--- config.mk ---
export PLATFORM = sky130hd
export DESIGN_NAME = dizy_stream_ctrl
export DESIGN_NICKNAME = d
export VERILOG_FILES = /design/src/rtl/dizy_stream_ctrl_pkg.sv /design/src/rtl/dizy_stream_ctrl.sv
export SDC_FILE = /design/constraint.sdc
export NUM_CORES = 1
export LEC_CHECK = 0
export ABC_AREA = 1
export BUFFER_PORTS_ARGS = -buffer_cell sky130_fd_sc_hd__buf_2
export CAP_MARGIN = 5
export CORE_AREA = 10 10 220 222
export DETAILED_ROUTE_END_ITERATION = 8
export DIE_AREA = 0 0 230 232
export MAX_ROUTING_LAYER = met4
export PLACE_DENSITY = 0.57
export SYNTH_ARGS = -nofsm -noshare
export SYNTH_HDL_FRONTEND = slang
export SYNTH_SLANG_ARGS = --single-unit
--- constraint.sdc ---
create_clock -name clk -period 1.41 [get_ports clk]
set_input_delay 0.0705 -clock clk [delete_from_list [all_inputs] [get_ports clk]]
set_output_delay 0.0705 -clock clk [all_outputs]
set_load 0.01 [all_outputs]
--- src/rtl/dizy_stream_ctrl_pkg.sv ---
// Shared definitions for DIZY keystream consumers: default sizes, sequencer
// state encoding and the keystream extraction slice.
package dizy_stream_ctrl_pkg;

    localparam int unsigned SIZE_STATE_DEF = 128;
    localparam int unsigned SIZE_KEY_DEF   = 128;
    localparam int unsigned SIZE_KS_DEF    = 32;
    localparam int unsigned N_WARMUP_DEF   = 4;

    typedef enum logic [2:0] {
        ST_IDLE     = 3'd0,
        ST_LOAD_KEY = 3'd1,
        ST_LOAD_IV  = 3'd2,
        ST_WARMUP   = 3'd3,
        ST_STREAM   = 3'd4
    } state_t;

    // Keystream word is taken from the MSBs of the core state.
    function automatic logic [SIZE_KS_DEF-1:0] ks_slice(input logic [SIZE_STATE_DEF-1:0] st);
        return st[SIZE_STATE_DEF-1 -: SIZE_KS_DEF];
    endfunction

endpackage

--- src/rtl/dizy_stream_ctrl.sv ---
// DIZY keystream sequencer: key/IV load, warm-up rounds, then XOR of the
// plaintext stream with one fresh keystream word per accepted input.
module dizy_stream_ctrl
    import dizy_stream_ctrl_pkg::*;
#(
    parameter int unsigned SIZE_STATE = SIZE_STATE_DEF,
    parameter int unsigned SIZE_KEY   = SIZE_KEY_DEF,
    parameter int unsigned SIZE_KS    = SIZE_KS_DEF,
    parameter int unsigned N_WARMUP   = N_WARMUP_DEF
) (
    input  logic                  clk,
    input  logic                  rst,
    input  logic                  start,
    input  logic [SIZE_KEY-1:0]   key,
    input  logic [SIZE_KEY-1:0]   iv,
    output logic                  init_ready,
    input  logic [SIZE_KS-1:0]    s_data,
    input  logic                  s_valid,
    output logic                  s_ready,
    output logic [SIZE_KS-1:0]    m_data,
    output logic                  m_valid,
    input  logic                  m_ready,
    output logic                  core_load,
    output logic                  core_next,
    output logic [SIZE_KEY-1:0]   core_key,
    input  logic                  core_busy,
    input  logic [SIZE_STATE-1:0] core_state
);

    localparam int unsigned CNT_W = (N_WARMUP > 1) ? $clog2(N_WARMUP) : 1;
    localparam logic [CNT_W-1:0] CNT_LAST = CNT_W'(N_WARMUP - 1);

    state_t              state;
    logic [SIZE_KEY-1:0] key_r;
    logic [SIZE_KEY-1:0] iv_r;
    logic [CNT_W-1:0]    wcnt;
    logic [SIZE_KS-1:0]  ks;
    logic                start_acc;
    logic                fire;

    assign ks = core_state[SIZE_STATE-1 -: SIZE_KS];

    // Low state bits never feed the keystream.
    generate
        if (SIZE_STATE > SIZE_KS) begin : g_unused
            logic unused_state_bits;
            assign unused_state_bits = ^core_state[SIZE_STATE-SIZE_KS-1:0];
        end
    endgenerate

    // Handshakes and core strobes; everything is held quiet while in reset.
    always_comb begin
        init_ready = 1'b1;
        start_acc  = 1'b0;
        s_ready    = 1'b0;
        fire       = 1'b0;
        core_load  = 1'b0;
        core_next  = 1'b0;
        core_key   = '0;
        if (!rst) begin
            init_ready = (state == ST_IDLE) || ((state == ST_STREAM) && !m_valid);
            start_acc  = start && init_ready;
            s_ready    = (state == ST_STREAM) && !core_busy && (!m_valid || m_ready) && !start_acc;
            fire       = s_valid && s_ready;
            case (state)
                ST_LOAD_KEY: begin
                    if (!core_busy) begin
                        core_load = 1'b1;
                        core_key  = key_r;
                    end
                end
                ST_LOAD_IV: begin
                    if (!core_busy) begin
                        core_next = 1'b1;
                        core_key  = iv_r;
                    end
                end
                ST_WARMUP: core_next = !core_busy;
                ST_STREAM: core_next = fire;
                default:   core_next = 1'b0;
            endcase
        end
    end

    always_ff @(posedge clk) begin
        if (rst) begin
            state   <= ST_IDLE;
            key_r   <= '0;
            iv_r    <= '0;
            wcnt    <= '0;
            m_data  <= '0;
            m_valid <= 1'b0;
        end else begin
            if (fire) begin
                m_data  <= s_data ^ ks;
                m_valid <= 1'b1;
            end else if (m_valid && m_ready) begin
                m_valid <= 1'b0;
            end

            case (state)
                ST_IDLE, ST_STREAM: begin
                    if (start_acc) begin
                        key_r <= key;
                        iv_r  <= iv;
                        state <= ST_LOAD_KEY;
                    end
                end
                ST_LOAD_KEY: begin
                    if (core_load) state <= ST_LOAD_IV;
                end
                ST_LOAD_IV: begin
                    if (core_next) begin
                        wcnt  <= '0;
                        state <= ST_WARMUP;
                    end
                end
                ST_WARMUP: begin
                    if (core_next) begin
                        if (wcnt == CNT_LAST) begin
                            wcnt  <= '0;
                            state <= ST_STREAM;
                        end else begin
                            wcnt <= wcnt + CNT_W'(1);
                        end
                    end
                end
                default: state <= ST_IDLE;
            endcase
        end
    end

endmodule

## Yosys cells after proc, flatten, opt, wreduce, memory -nomap -nowiden

Cells that the tools add are included.

| storage, ports and cells | value |
|---|---|
| flip-flop bits (word level) | 294 |
| output and inout bits | 165 |
| logic and storage cells | 62 |

| cells by class | value |
|---|---|
| add/sub/neg operators | 1 |
| equality and inequality tests | 10 |
| muxes and demuxes | 25 |
| bitwise logic cells | 1 |
| reduce and logical (&&, ||, !) cells | 19 |

Operator list:

| cell | number |
|---|---|
| 128-bit two-way mux | 3 |
| 128-bit case mux with 2 select lines | 1 |
| 32-bit bitwise XOR | 1 |
| 3-bit two-way mux | 5 |
| 3-bit case mux with 4 select lines | 1 |
| 1-bit two-way mux | 10 |
| 2-bit inequality test, second input constant | 5 |
| 1-bit logical AND | 7 |
| 3-bit by 2-bit equality test with 1-bit output, second input constant | 2 |
| 2-bit two-way mux | 3 |
| 5-bit AND reduction | 1 |
| 2-bit case mux with 2 select lines | 1 |
| 2-bit nonzero test | 2 |
| 3-bit by 1-bit equality test with 1-bit output, second input constant | 1 |
| 3-bit equality test, second input constant | 1 |
| 1-bit zero test | 3 |
| 3-bit zero test | 1 |
| 1-bit case mux with 3 select lines | 1 |
| 3-bit AND reduction | 1 |
| 2-bit by 1-bit adder with 2-bit output, second input constant | 1 |
| 2-bit equality test, second input constant | 1 |
| 1-bit logical OR | 2 |
| 2-bit AND reduction | 1 |
| 2-bit OR reduction | 1 |

## Logic depth before layout (Yosys ltp)

Gate-level depths: netlist of the first run.

| depth | value |
|---|---|
| word-level depth | 11 |
| gate-level depth with buffers | 10 |

## Worst setup path before layout of the first run

Ideal clock, no wire load.

| timing | value |
|---|---|
| path type | reg-to-output |
| start | register state[2] |
| end | output s_ready |
| arrival | 1.348 ns |
| required time | 1.340 ns |
| path slack | -0.008 ns |
| stages on the path, launching flop included | 7 |
| cell sequence | dfxtp_1 > nand2_1 > nand3_2 > inv_2 > buf_2 > buf_2 > nor4_1 |

| on the way | value |
|---|---|
| word-level cells in the longest chain between the ends | 7 |
| elaborated cells between the ends (all ways) | 10 |

RTL lines:

| element | line | text |
|---|---|---|
| from (decl) | dizy_stream_ctrl.sv:33 | `state_t state;` |
| from (signal assigned) | dizy_stream_ctrl.sv:87 | `state <= ST_IDLE;` |
| from (signal assigned) | dizy_stream_ctrl.sv:106 | `state <= ST_LOAD_KEY;` |
| from (signal assigned) | dizy_stream_ctrl.sv:110 | `if (core_load) state <= ST_LOAD_IV;` |
| 3-bit equality test | dizy_stream_ctrl.sv:61, dizy_stream_ctrl.sv:63 |  |
| 1-bit logical AND | dizy_stream_ctrl.sv:61 | `init_ready = (state == ST_IDLE) \|\| ((state == ST_STREAM) && !m_valid);` |
| 1-bit logical OR | dizy_stream_ctrl.sv:61 |  |
| 1-bit logical AND | dizy_stream_ctrl.sv:62 | `start_acc = start && init_ready;` |
| 1-bit zero test | dizy_stream_ctrl.sv:63 | `s_ready = (state == ST_STREAM) && !core_busy && (!m_valid \|\| m_ready) && !start_acc;` |
| 1-bit logical AND (*) | dizy_stream_ctrl.sv:63 |  |
| 1-bit two-way mux (*) | dizy_stream_ctrl.sv:60 | `if (!rst) begin` |
| to (decl) | dizy_stream_ctrl.sv:19 | `output logic s_ready,` |

Every way passes the cells marked *; elsewhere a longest branch is shown, timed or not.

## Worst setup path after layout of the first run

| timing | value |
|---|---|
| start | register state[0] |
| end | output core_key[22] |

| on the way | value |
|---|---|
| word-level cells in the longest chain between the ends | 3 |
| elaborated cells between the ends (all ways) | 4 |

RTL lines:

| element | line | text |
|---|---|---|
| 3-bit by 2-bit equality test with 1-bit output or 3-bit by 1-bit equality test with 1-bit output (tied branches) | dizy_stream_ctrl.sv:65 | `case (state)` |
| 128-bit case mux with 2 select lines (*) | dizy_stream_ctrl.sv:65 |  |
| 128-bit two-way mux (*) | dizy_stream_ctrl.sv:60 |  |
| to (decl) | dizy_stream_ctrl.sv:25 | `output logic [SIZE_KEY-1:0] core_key,` |

Marked as above.

==> results of run 1 <==
## synthesized netlist by cell type, drive strengths merged
master and number:
o211ai 1, dfxtp 294, o21ai 102, nor4 1, a21oi 193, inv 11
nor3 3, a31oi 1, ha 1, buf 90, nand3 40, a22oi 128
clkbuf 48, nand2 392, xnor2 32, nor2 276
## per-layer routing
metal,up-vias,share of wire,GRT usage
li1,7261,-,-
met1,7820,0.39,0.246
met2,944,0.49,0.344
met3,272,0.065,0.0392
met4,0,0.059,0.0954
met5,-,0,-
## state kept, by name, summed over array words and instances, names as in the netlist
signal / count
iv_r: 128
key_r: 128
m_data: 32
m_valid: 1
state: 3
wcnt: 2
## kinds of logic after synthesis
logic type,synth area share
AOI/OAI and AO/OA,0.203
xor gates and xnor gates,0.0232
adders and majority gates,0.00104
buffers and inverters,0.0561
DFF,0.488
and+or+nand+nor,0.228
## worst max path at each step
stage          slack, ps                      to
3_3_place_gp        -200            core_key[68]
2_1_floorplan          1           core_key[107]
5_1_grt             -900            core_key[22]
3_5_place_dp        -230  key_r[76]$_SDFFE_PP0P_
4_1_cts             -760           core_key[104]
6_report            -780            core_key[22]
## what timing repair did
item | 4_1_cts | 5_1_grt
pin swaps | 50 | 206
endpoints found under the setup margin | 423 | 426
buffers inserted | 31 | 26
hold buffers | 324 | 0
cloned | 24 | 34
endpoints found under the hold margin | 291 | 0
gates resized for setup | 160 | 803
## power by group through the flow
stage	registers (mW)	clock network, mW	logic, mW
floorplan	10.5	0	4.65
global placement	10.7	0	8.15
detailed placement	10.7	0	8.26
CTS	10.7	9.02	12.5
global route	11.3	9.35	18.9
finish	11.2	8.88	18.0
## final cells by class
class	count	area share
tap	592	0.0291
clock buffer	54	0.0416
antenna	7	0.000688
multi-input combinational	1170	0.331
inverter	11	0.00206
clock inverter	5	0.00197
timing repair buffer	1030	0.362
sequential	294	0.231
## metrics by stage
stage               setup TNS (ps)  power (mW)   util  cells
global route               -248250        39.5  0.580   3161
global placement            -51030        18.9  0.360   2667
detailed placement          -60760        19.0  0.360   2667
CTS                        -219900        32.2  0.497   3105
floorplan                        0        15.1      -   1613
finish                     -229470        38.0  0.580   3163
## placed cells by master, fill, tap and decap left out, drive strengths merged, types with 3 or more instances in the layout
cell	Yosys	routed
nand3	40	40
dfxtp	294	294
diode	0	7
nor2	276	276
dlygate4sd3	0	324
buf	90	679
inv	11	10
a22oi	128	128
clkinv	0	5
nand2	392	392
xnor2	32	32
clkbuf	48	81
o21ai	102	102
a21oi	193	193
nor3	3	3
## critical path, stage by stage (launching register included)
cell	delay, ps
dfxtp_4	370
inv_4	50
nor2_4	90
nand2_2	80
nor2_4	120
buf_6	170
buf_12	160
buf_8	150
a22oi_2	60
nor2_1	150
buf_2	180
==> metrics.txt, run 1 <==
status complete, but fails checks; failing checks setup timing; CTS clock-pin slew for the worst setup and hold paths around 60 ps; vias in the first global route 15.7k; area of the multi-input gates 8430 um^2; initial antenna violation count 5; FILL cells between 3k and 4k; Pwr Density about 1500 nW/um^2; die height ~230 um; slew margin rel. 0.463; Clock Skew 9.24 ps; largest net degree at the start of global routing 98; setup violators final 426; 1st-iter DRT viols 1219; ANT nets after route 0; pre-CTS setup slack -230 ps; top cells by area, synth dfxtp_1 (49%), nand2_1 (12%), nor2_1 (8.5%), a21oi_1 (8.0%), a22oi_1 (8.0%); Final Cycle Share 1.56; worst hold margin 122 ps; share of cells above drive strength 1 0.507; type of the worst setup path flip-flop to primary output; total CTS buffers 34; Sw Share 0.365; die area 53400 um^2; Syn Inst Count ~1.6k; Clk pwr share 0.234; final worst slack -784 ps; Hold EP key_r[125]$_SDFFE_PP0P_; CP endpoint kind primary output; reg2reg start state[0]$_SDFFE_PP0P_; r2r setup slk -610 ps; WHS Path Cells 3; R2R Path End iv_r[117]$_SDFFE_PP0P_; Netlist Area Pre-Place roughly 12000 um^2; Reg area 5890 um^2; WL/cell 21.5 um; Area Growth Syn to Fin 111%; Finished Cell Area 25500 um^2; clk buf depth 3; critical path launch point type flip-flop; first-pass GRT wire length 87900 um; Remaining DRCs 0; Worst Setup SP state[0]$_SDFFE_PP0P_; Seq pwr share 0.293; Placer Congestion 0.883; fin crit period between 2000 and 2500 ps; critical path data arrival time between 2000 and 2500 ps; First-pass DRT Iterations 7; hold path start rst; clk sink count ~300; hpwl dp between 30000 and 40000 um; fmax approximately 460 MHz; HP Class primary input to flip-flop; Tot GR Track Use 0.210; switching power around 14 mW; crit path max fanout 8; post-synth top area cell dfxtp_1; PortBufs 490; Synthesized Nets 2036; total core area 43900 um^2; Slew Viols, Final 0; post-synth cell types 22; reg2reg path depth 12; Area after DPL between 15000 and 20000 um^2; Initial Utilization 0.274; CTS H-Tree Depth 2; Clock Latency Late Sink around 530 ps; Final Hold Viols 0; gr ovfl total 0; P_leak 10.9 nW; Worst IR Drop VDD 0.875 mV; Die Width 230 um; syn avg cell area 7.47 um^2; internal power 24.1 mW; TritonCTS clock tree yes; Worst-Margin Slew 805 ps; via total after detailed routing 16.3k; Logic pwr share 0.473; Ports 587; MaxCap Viol Count 0; Nets 2964; RSZ-0062 raised after global routing yes; Via density roughly 5.2; root buffer cell clkbuf_16; post-synthesis register bit count 294; post-synthesis sequential area ratio 0.488; Ys Warns 0; total wire length after detailed routing slightly below 70000 um; Worst Path Required 1340 ps; row count 77; post-synth top area share 0.488
No activity file was read; power rests on OpenSTA's default activity.
==> run 2: changes to the inputs <==
BUFFER_PORTS_ARGS = -buffer_cell sky130_fd_sc_hd__clkbuf_2   (was -buffer_cell sky130_fd_sc_hd__buf_2)
MAX_ROUTING_LAYER = not set   (was met4)
==> run 2 against run 1 <==
Against the previous run:
- the run still ends with setup timing left
- first-iteration DRC count shrank 15%
- register-to-register slack improved by 100 ps
- critical path depth fell by 2
- clock-buffer cell count grew 1
- critical endpoint is now core_key[62]
==> metrics.txt, run 2 (synthesized netlist as in run 1, its figures left out) <==
status complete, but fails checks; failing checks setup timing; Remaining DRCs 0; final worst slack -766 ps; most frequent cells in the layout nand2_1 (368), clkbuf_2 (361), dlygate4sd3_1 (323), dfxtp_1 (291), nor2_1 (236); ANT nets after route 0; HP Class primary input to flip-flop; Hold EP m_valid$_SDFFE_PP0P_; via total after detailed routing about 15k; Pwr Density 1470 nW/um^2; Clock Skew 12.7 ps; 1st-iter DRT viols 1036; P_leak between 9 and 10 nW; fin crit period approximately 2200 ps; Initial Utilization 0.274; fmax 460 MHz; Slowest Stage Delay on Critical Path approximately 370 ps; cell count after placement 2659; Largest regs iv_r x128, key_r x128, m_data x32; R2R Path End key_r[69]$_SDFFE_PP0P_; WL/cell 19.1 um; slew margin rel. 0.521; clk sink count 294; setup violators final approximately 430; vias in the first global route ~15k; crit-path leading delay family simple AND/OR/NAND/NOR gates; reg2reg start state[0]$_SDFFE_PP0P_; largest net degree at the start of global routing 146; die height 232 um; gr ovfl total 0; Area Growth Syn to Fin 87.8%; Worst-Margin Slew 719 ps; Die Width 230 um; RSZ-0062 raised after global routing yes; Final Hold Viols 0; PortBufs 490; Slowest-stage cell, CP dfxtp_4; Placer Congestion 0.877; Final Cycle Share 1.54; Via density 4.95; hold path start s_valid; First-pass DRT Iterations 5; total core area 43900 um^2; Clock Latency Late Sink 530 ps; clk buf depth 3; post-route insts no fill 3131; CP endpoint kind primary output; crit path cell chain nor2_4 > nand2_2 > nor2_4 > buf_12 > buf_12 > a22oi_1 > nor2_1 > buf_2; commonest non-fill, non-tap cell in the layout nand2_1; CTS H-Tree Depth 2; crit path max fanout 12; critical path launch point type flip-flop; Ports around 590; row count 77; share of cells above drive strength 1 0.358; FILL cells 3827; reg2reg path depth 11; Worst Path Required 1340 ps; first-pass GRT wire length 84000 um; type of the worst setup path flip-flop to primary output; hpwl dp 35400 um; WHS Path Cells 6; total wire length after detailed routing 59800 um; Worst IR Drop VDD about 0.85 mV; total power approximately 33 mW; critical path data arrival time 2110 ps; MaxCap Viol Count 0; total CTS buffers 35; r2r setup slk -510 ps; CTS clock-pin slew for the worst setup and hold paths ~60 ps; Tot GR Track Use 0.192; initial antenna violation count 9; TritonCTS clock tree yes; root buffer cell clkbuf_16; die area 53400 um^2; Worst Path Buf+Inv 3; Nets roughly 2.9k; Slew Viols, Final 0
==> run 2: worst max path at each step <==
stage / startpoint / end / slack [ps] / depth (start not counted)
final: state[2]$_SDFFE_PP0P_ / core_key[62] / -770 / 8
after global routing: state[1]$_SDFFE_PP0P_ / core_key[3] / -920 / 9
after CTS: state[0]$_SDFFE_PP0P_ / core_key[104] / -760 / 11
after detailed placement: state[0]$_SDFFE_PP0P_ / core_key[38] / -240 / 9
after global placement: state[0]$_SDFFE_PP0P_ / core_key[38] / -210 / 9
after floorplan: state[1]$_SDFFE_PP0P_ / core_key[107] / 1 / 8
==> run 2: power breakdown <==
part           total, mW  internal, mW  switching [mW]  leakage [nW]
Clock               8.84          5.25            3.59         0.537
Combinational       13.7          6.95            6.75          6.74
Sequential          10.8          9.77            1.01          2.41
Total               33.3          22.0            11.4          9.69
==> run 2: worst min-delay path, delay by kind of cell <==
| kind | cells | cell delay, ps |
|---|---|---|
| AND/OR/NAND/NOR | 2 | 150 |
| AO/OA/AOI/OAI | 1 | 70 |
| buffers and inverters | 3 | 240 |
==> run 2: through the flow <==
| step | hold WS, ps | TNS [ps] | util | cell area, um^2 | worst slack [ps] |
|---|---|---|---|---|---|
| final | 36.8 | -201910 | 0.515 | 22600 | -766 |
| after global routing | 53.7 | -237260 | 0.515 | 22600 | -917 |
| after CTS | -0.719 | -159640 | 0.472 | 20700 | -763 |
| after detailed placement | 298 | -53720 | 0.361 | 15900 | -242 |
| after global placement | 296 | -46120 | 0.361 | 15900 | -209 |
| after floorplan | 192 | 0 | - | 12100 | 1.46 |
==> run 2: routing by layer <==
layer / GRT usage / up-vias / part of all wire
met1: 0.226 / 7299 / 0.39
met5: 0 / - / 0.00022
met4: 0.114 / 2 / 0.055
met2: 0.316 / 813 / 0.47
li1: - / 7161 / -
met3: 0.0454 / 212 / 0.077
==> run 2: final cells by class <==
| type | count | area (um^2) | area share |
|---|---|---|---|
| clock inverter | 6 | 57.6 | 0.00254 |
| multi-input combinational | 1170 | 6320 | 0.279 |
| antenna | 10 | 25.0 | 0.00111 |
| tap | 592 | 741 | 0.0327 |
| inverter | 11 | 52.6 | 0.00232 |
| clock buffer | 55 | 1040 | 0.0461 |
| timing repair buffer | 993 | 8510 | 0.376 |
| sequential | 294 | 5890 | 0.260 |
==> run 2: what timing repair did <==
item                                   in CTS  in global routing
hold buffers                              323                  0
gates resized for setup                    63                380
gates cloned                                3                 37
pin swaps                                  26                115
endpoints found under the hold margin     291                  0
setup endpoints to repair                 416                425
buffers inserted                           21                 25
